===== config.mk =====
export PLATFORM = sky130hd
export DESIGN_NAME = otter_csr_intr
export DESIGN_NICKNAME = d
export VERILOG_FILES = /design/src/rtl/otter_csr_pkg.sv /design/src/rtl/otter_csr_intr_sync.sv /design/src/rtl/otter_csr_intr.sv
export SDC_FILE = /design/constraint.sdc
export NUM_CORES = 1
export LEC_CHECK = 0
export BUFFER_PORTS_ARGS = -buffer_cell sky130_fd_sc_hd__buf_2
export CORE_MARGIN = 2
export CORE_UTILIZATION = 40
export CTS_CLUSTER_DIAMETER = 120
export DETAILED_ROUTE_END_ITERATION = 10
export HOLD_SLACK_MARGIN = 0.02
export MAX_ROUTING_LAYER = met4
export PLACE_DENSITY = 0.7
export SYNTH_ARGS = -nofsm -noshare
export SYNTH_HDL_FRONTEND = slang
export SYNTH_SLANG_ARGS = --single-unit
export TNS_END_PERCENT = 100

===== constraint.sdc =====
create_clock -name CLK -period 2.6 [get_ports CLK]
set_input_delay 0.52 -clock CLK [delete_from_list [all_inputs] [get_ports CLK]]
set_output_delay 0.52 -clock CLK [all_outputs]
set_load 0.01 [all_outputs]

===== src/rtl/otter_csr_pkg.sv =====
// otter_csr_pkg: shared CSR addresses, bit positions and helpers for the
// OTTER machine-mode CSR file and interrupt controller.
package otter_csr_pkg;

   // CSR addresses (ir[31:20])
   localparam logic [11:0] CSR_MSTATUS = 12'h300;
   localparam logic [11:0] CSR_MIE     = 12'h304;
   localparam logic [11:0] CSR_MTVEC   = 12'h305;
   localparam logic [11:0] CSR_MEPC    = 12'h341;
   localparam logic [11:0] CSR_MCAUSE  = 12'h342;
   localparam logic [11:0] CSR_CYCLE   = 12'hC00;
   localparam logic [11:0] CSR_CYCLEH  = 12'hC80;

   // Bit positions of the implemented single-bit fields
   localparam int MSTATUS_MIE_BIT  = 3;
   localparam int MSTATUS_MPIE_BIT = 7;
   localparam int MIE_MEIE_BIT     = 11;

   // mcause value for a machine external interrupt
   localparam logic [31:0] MCAUSE_MEXT = 32'h8000_000B;

   // Clear the two low bits; mtvec and mepc are always word aligned.
   function automatic logic [31:0] word_align(input logic [31:0] a);
      return a & ~32'h0000_0003;
   endfunction

endpackage


===== src/rtl/otter_csr_intr_sync.sv =====
// intr_sync_edge: multi-flop synchroniser for an asynchronous level input
// followed by a rising-edge detector producing a one-cycle pulse.
module intr_sync_edge #(
   parameter int SYNC_STAGES = 2
) (
   input  logic CLK,
   input  logic RST,
   input  logic async_in,
   output logic rise_pulse
);

   logic [SYNC_STAGES-1:0] sync_p0;
   logic                   sync_p1;

   // Shift the raw pin through the synchroniser chain and keep the previous
   // synchronised level for edge detection.
   always_ff @(posedge CLK) begin
      if (RST) begin
         sync_p0 <= '0;
         sync_p1 <= 1'b0;
      end else begin
         sync_p0 <= {sync_p0[SYNC_STAGES-2:0], async_in};
         sync_p1 <= sync_p0[SYNC_STAGES-1];
      end
   end

   // --- edge detect: synchronised level high now, low one cycle ago ---
   assign rise_pulse = sync_p0[SYNC_STAGES-1] & ~sync_p1;

endmodule


===== src/rtl/otter_csr_intr.sv =====
// otter_csr_intr: machine-mode CSR file and external interrupt controller
// for the multicycle OTTER MCU. Strobe priority is int_taken > mret_exec >
// csr_WE. Optional macro OTTER_CSR_MCYCLE_EN adds a 64-bit cycle counter
// readable at cycle (0xC00) and cycleh (0xC80).
module otter_csr_intr
   import otter_csr_pkg::*;
#(
   parameter logic [31:0] MTVEC_RESET = 32'h0000_0000,
   parameter int          SYNC_STAGES = 2
) (
   input  logic        CLK,
   input  logic        RST,
   input  logic        INTR,
   input  logic        csr_WE,
   input  logic        int_taken,
   input  logic        mret_exec,
   input  logic [11:0] csr_addr,
   input  logic [31:0] csr_wd,
   input  logic [31:0] pc,
   output logic [31:0] csr_rd,
   output logic [31:0] mtvec,
   output logic [31:0] mepc,
   output logic        mstatus_mie,
   output logic        intr_req
);

   logic        mstatus_mie_q;
   logic        mstatus_mpie_q;
   logic        mie_meie_q;
   logic [31:0] mtvec_q;
   logic [31:0] mepc_q;
   logic [31:0] mcause_q;
   logic        pending_q;
   logic        intr_rise;

   intr_sync_edge #(
      .SYNC_STAGES (SYNC_STAGES)
   ) u_sync (
      .CLK        (CLK),
      .RST        (RST),
      .async_in   (INTR),
      .rise_pulse (intr_rise)
   );

   // Architectural CSR updates: trap entry beats mret, which beats a software write.
   always_ff @(posedge CLK) begin
      if (RST) begin
         mstatus_mie_q  <= 1'b0;
         mstatus_mpie_q <= 1'b0;
         mie_meie_q     <= 1'b0;
         mtvec_q        <= word_align(MTVEC_RESET);
         mepc_q         <= '0;
         mcause_q       <= '0;
      end else if (int_taken) begin
         mepc_q         <= word_align(pc);
         mcause_q       <= MCAUSE_MEXT;
         mstatus_mpie_q <= mstatus_mie_q;
         mstatus_mie_q  <= 1'b0;
      end else if (mret_exec) begin
         mstatus_mie_q  <= mstatus_mpie_q;
         mstatus_mpie_q <= 1'b1;
      end else if (csr_WE) begin
         case (csr_addr)
            CSR_MSTATUS: begin
               mstatus_mie_q  <= csr_wd[MSTATUS_MIE_BIT];
               mstatus_mpie_q <= csr_wd[MSTATUS_MPIE_BIT];
            end
            CSR_MIE:    mie_meie_q <= csr_wd[MIE_MEIE_BIT];
            CSR_MTVEC:  mtvec_q    <= word_align(csr_wd);
            CSR_MEPC:   mepc_q     <= word_align(csr_wd);
            CSR_MCAUSE: mcause_q   <= csr_wd;
            default: ;
         endcase
      end
   end

   // Pending latch: a new edge sets it, even in the cycle the trap clears it.
   always_ff @(posedge CLK) begin
      if (RST) begin
         pending_q <= 1'b0;
      end else if (intr_rise) begin
         pending_q <= 1'b1;
      end else if (int_taken) begin
         pending_q <= 1'b0;
      end
   end

`ifdef OTTER_CSR_MCYCLE_EN
   logic [63:0] mcycle_q;

   // Free-running cycle counter.
   always_ff @(posedge CLK) begin
      if (RST) begin
         mcycle_q <= '0;
      end else begin
         mcycle_q <= mcycle_q + 64'd1;
      end
   end
`endif

   // Combinational read mux; unimplemented addresses return zero.
   always_comb begin
      csr_rd = '0;
      case (csr_addr)
         CSR_MSTATUS: begin
            csr_rd[MSTATUS_MIE_BIT]  = mstatus_mie_q;
            csr_rd[MSTATUS_MPIE_BIT] = mstatus_mpie_q;
         end
         CSR_MIE:    csr_rd[MIE_MEIE_BIT] = mie_meie_q;
         CSR_MTVEC:  csr_rd = mtvec_q;
         CSR_MEPC:   csr_rd = mepc_q;
         CSR_MCAUSE: csr_rd = mcause_q;
`ifdef OTTER_CSR_MCYCLE_EN
         CSR_CYCLE:  csr_rd = mcycle_q[31:0];
         CSR_CYCLEH: csr_rd = mcycle_q[63:32];
`endif
         default:    csr_rd = '0;
      endcase
   end

   assign mtvec       = mtvec_q;
   assign mepc        = mepc_q;
   assign mstatus_mie = mstatus_mie_q;
   assign intr_req    = pending_q & mstatus_mie_q & mie_meie_q;

endmodule


; Word-level counts from Yosys, hierarchy flattened
; Index checks and enable logic that the tools add are counted.
[classes]
n_eq_ne = 6
n_mux = 24
n_bitwise = 6
reduce_logical = 16
[ops]
columns = operator, n
row1 = 32-bit 2-to-1 mux, 8
row2 = 12-bit by 10-bit equality test with 1-bit output (second input constant), 5
row3 = 20-bit case mux with 3 select lines, 1
row4 = 3-bit case mux with 3 select lines, 3
row5 = 1-bit case mux with 4 select lines, 3
row6 = 2-bit nonzero test, 6
row7 = 1-bit 2-to-1 mux, 9
row8 = 3-bit AND reduction, 3
row9 = 4-bit AND reduction, 2
row10 = 3-bit nonzero test, 2
row11 = 2-bit AND reduction, 2
row12 = 1-bit AND, 3
row13 = 1-bit NOT, 3
row14 = 2-bit inequality test (second input constant), 1
row15 = 2-bit OR reduction, 1
[totals]
ff_bits = 99
in_bits = 82
out_inout_bits = 98
elab_cells = 62

; Depth between registers and ports, before layout
[depth]
depth_word = 5
mapped_depth = 7
ltp_nobuf = 4

; Cells and area by module
; A second synthesis with hierarchy kept.
[unflattened]
hier_cells = 584
hier_area_um2 = 4870.9
[by_module_without_submodules]
columns = module, n_inst, cells_per_inst, area_per_inst_um2, seq_area_each_um2
row1 = otter_csr_intr, 1, 577, 4783.3, 1921.8
row2 = intr_sync_edge, 1, 7, 87.6, 60.1

; Least setup slack after synthesis
; No wires, ideal clock.
[synth_timing]
path_kind = input -> output
start = input port csr_addr[5]
end = output port csr_rd[19]
arrival_time_ns = 2.064
required_time_ns = 2.080
setup_slack_ns = 0.016
cell_stages = 7
n_path_buf = 3
cell_sequence = or4b_4 -> buf_6 -> nor4_1 -> buf_2 -> buf_2 -> a222oi_1 -> inv_1
[synth_between]
elab_chain_len = 2
word_cells_on_any_way = 4
classes_between = eq/ne: 3 / mux: 1
[synth_rtl]
columns = item, line_no
row1 = from (decl), otter_csr_intr.sv:17  ; input logic [11:0] csr_addr,
row2 = 12-bit by 10-bit equality test with 1-bit output, otter_csr_intr.sv:104  ; case (csr_addr)
row3 = 20-bit case mux with 3 select lines *, otter_csr_intr.sv:104
row4 = to (decl), otter_csr_intr.sv:20  ; output logic [31:0] csr_rd,
; Mark *: on every way between the ends. The rest lies on a longest branch, timed or not.

; Worst setup path after layout
[layout_timing]
start = input port csr_addr[4]
end = output port csr_rd[26]
; The elaborated chain is that of the path after synthesis.

==> flow_summary.yaml <==
outcome:
  run_status: "finished, violations left"
  failed_checks: "negative setup slack"
setup_path:
  critPathKind: "in2out"
  crit_arrival_ns: 2.13
  crit_path_end_kind: "primary output"
  path_max_fanout: 8
  required_ns: 2.08
  launching_point_of_the_worst_reg2reg_path: "mstatus_mie"
  critical_path.reg2reg.endpoint: "mstatus_mie"
  worst_r2r_path_depth: 3
  reg2reg_slack_ns: 1.66
  worstSetupStartpointType: "primary input"
sta:
  finalHoldViolations: 0
  postLayoutSetupSlackWorst_ns: -0.0491
  finalMaxSlewViolations: 0
  setup-tns-final_ns: -0.389
  max_slew_headroom_pct: 48.0
  tightest_slew_ns: 0.780
  clock-skew-final_ns: 0.00227
  finalSetupViolCount: 16
  fin_crit_sh_pct: 102
  setup_repair_after_global_routing_missed_its_margin: "yes"
  max_clock_freq_mhz: 377
  min_period_ns: 2.65
global_route:
  antenna_found_initial: 0
  wire_length_of_the_first_global_routing_pass_mm: 24.2
  global_route.overflow_total: 0
  grt_pass1_vias: 4732
  maximum_number_of_pins_on_one_net_before_global_route_repair: 85
  track_usage_pct: 24.8
place:
  place_congestion: 0.861
  post-place-cells: 833
  buffer_ports.inserted: 173
  place.detailed.hpwl_mm: 10.7
  place_area_sq_um: 5800
synthesis:
  synth_cell_type_count: 48
  number_of_register_bits_inferred_by_synthesis: 99
  postSynth.topFlopCell: "sky130_fd_sc_hd__dfxtp_1"
  asyncSetResetFlopFracSynth_pct: 0
  post_synth_top_area_cell: "sky130_fd_sc_hd__dfxtp_1"
  syn_area_per_cell_sq_um: 8.75
  synthesis.instances: 537
  synth_top_cells_by_area: "sky130_fd_sc_hd__dfxtp_1, sky130_fd_sc_hd__a222oi_1, sky130_fd_sc_hd__nand4b_1"
  post-synth-top-area-fraction_pct: 42.2
  synth_enable_flop_cells: 0
  yosysWarningCount: 0
  synth-seq-area-share_pct: 42.2
  mapped_cell_area_sq_um: 4700
layout:
  fin_cells: 859
  multi_input_combinational_cell_area_sq_um: 2370
  areaGrowthSynthToFinish_pct: 33.4
  final-seq-area_sq_um: 1980
  diodes: 0
  layout-drive-gt1-share_pct: 35.8
  design.final.nets: 795
  finalInstanceArea_sq_um: 6270
  num-fill-cells: 1063
flow_run:
  max_cap_violations: 0
worst_hold_path:
  worst_hold_path_cells: 2
  hold_path_startpoint: "pc[20]"
  holdCritPathClass: "in2reg"
  min_delay_worst_endpoint: "mepc[20]"
clocking:
  cts_hold_buffers: 0
  clkSinkCount: 99
  root_buffer_master: "sky130_fd_sc_hd__clkbuf_16"
  clkLatencyLatePin_ns: 0.35
  max_buffers_root_to_sink: 2
  ctsHtreeMaxLevel: 3
  clk_transition_reported_paths_ns: 0.06
  cts_tree: "yes"
  cts_made_buffers: 9
drt:
  route.vias.total: 4988
  first_iter_violations: 478
  wl_per_cell_microns: 18.7
  postRouteAntennaNets: 0
  first_pass_iters: 9
  vias_per_cell: 5.81
  drt_wl_total_mm: 16.0
  detail_route.drc_violations: 0
power_and_ir_drop:
  total_leakage_power_uw: 0.00295
  maximum_resistive_drop_on_vdd_mv: 0.381
  power_per_cell_area_nw_per_um2: 522
floorplanning:
  die_height_microns: 112
  io-pin-count: 180
  width_of_the_die_microns: 112
  initial_utilization_pct: 41.1
  die_area_sq_um: 12600
  floorplan.core_area_sq_um: 11400
  floorplan.rows: 39
==> layout by cell type, fill, tap and decap left out, types with 15 or more instances in the layout <==
master / netlist / routed
sky130_fd_sc_hd__buf_4: 5 / 32
sky130_fd_sc_hd__a21oi_1: 32 / 32
sky130_fd_sc_hd__inv_1: 36 / 36
sky130_fd_sc_hd__nand2b_1: 38 / 38
sky130_fd_sc_hd__a222oi_1: 27 / 27
sky130_fd_sc_hd__nor3_1: 22 / 22
sky130_fd_sc_hd__o21ai_0: 29 / 29
sky130_fd_sc_hd__buf_2: 14 / 171
sky130_fd_sc_hd__nand2_1: 63 / 63
sky130_fd_sc_hd__nand4b_1: 28 / 28
sky130_fd_sc_hd__dfxtp_1: 99 / 99
sky130_fd_sc_hd__and3_1: 15 / 15
==> power by group <==
group / leakage [uW] / internal (uW) / total [uW] / switching (uW)
logic: 0.00199 / 143 / 317 / 173
registers: 0.000806 / 1560 / 1590 / 29.7
clock network: 0.000151 / 813 / 1370 / 558
total: 0.00295 / 2510 / 3270 / 761
==> synth_stat cells (all sizes together), types with 15 or more instances <==
| library cell | instances |
|---|---|
| dfxtp | 99 |
| nand2 | 64 |
| nand2b | 38 |
| inv | 36 |
| a21oi | 32 |
| clkbuf | 32 |
| o21ai | 29 |
| nand4b | 28 |
| a222oi | 27 |
| buf | 24 |
| nor3 | 24 |
| and3 | 15 |
==> repair_timing <==
item	CTS	global route
buffers inserted	0	9
cloned	0	3
pin swaps	0	6
endpoints found under the hold margin	0	0
setup endpoints to repair	28	29
resized for setup	1	13
==> state kept, by name (all words and copies together) (netlist names) <==
| name | count |
|---|---|
| mcause_q | 32 |
| mepc | 30 |
| mtvec | 30 |
| u_sync.sync_p0 | 2 |
| mie_meie_q | 1 |
| mstatus_mie | 1 |
| mstatus_mpie_q | 1 |
| pending_q | 1 |
| u_sync.sync_p1 | 1 |
==> worst max-delay path by stage <==
| stage | from | end | cells after the start |
|---|---|---|---|
| floorplan | csr_addr[5] | csr_rd[19] | 7 |
| global placement | csr_addr[5] | csr_rd[4] | 7 |
| detailed placement | csr_addr[5] | csr_rd[4] | 7 |
| CTS | csr_addr[5] | csr_rd[6] | 7 |
| global route | csr_addr[4] | csr_rd[22] | 9 |
| finish | csr_addr[4] | csr_rd[26] | 9 |
==> worst max-delay path, stage by stage <==
cell                        delay [ns]
sky130_fd_sc_hd__buf_2            0.11
sky130_fd_sc_hd__or4_4            0.54
sky130_fd_sc_hd__nor4_4           0.21
sky130_fd_sc_hd__buf_4            0.19
sky130_fd_sc_hd__buf_8            0.15
sky130_fd_sc_hd__clkbuf_16        0.15
sky130_fd_sc_hd__a222oi_1         0.06
sky130_fd_sc_hd__inv_1            0.06
sky130_fd_sc_hd__buf_2            0.12
==> cells by family (layout without fill, tap and decap cells) <==
family,Yosys count,in the layout,share of synthesized area (%)
and+or+nand+nor,200,200,25.3
AOI/OAI and AO/OA,131,131,20.7
DFF,99,99,42.2
buffers and inverters,92,268,8.76
muxes,14,14,2.98
other,1,4,0.0798
==> metal layers <==
layer	vias up	share of wire, %	track usage, %
li1	2304	-	-
met1	2396	41	30.0
met2	255	49	41.2
met3	33	7.4	5.67
met4	0	2.6	7.89
met5	-	0	-
==> area by class of cell <==
cell class                      count  area share, %
Sequential cell                    99           31.6
Tap cell                          143           2.85
Clock inverter                      2          0.559
Clock buffer                       12           4.25
Timing Repair Buffer              218           20.8
Multi-Input combinational cell    349           37.7
Inverter                           36           2.16
==> through the flow <==
stage | setup slack [ns] | total power, uW | hold WS [ns] | util [%]
2_1_floorplan | 0.0156 | 1770 | 0.414 | -
3_3_place_gp | -0.0999 | 1920 | 0.429 | 50.8
3_5_place_dp | -0.0925 | 1930 | 0.438 | 50.8
4_1_cts | -0.0423 | 3280 | 0.388 | 53.5
5_1_grt | -0.100 | 3370 | 0.392 | 54.9
6_report | -0.0491 | 3270 | 0.395 | 54.9
Power figures use the tool's default switching activity.
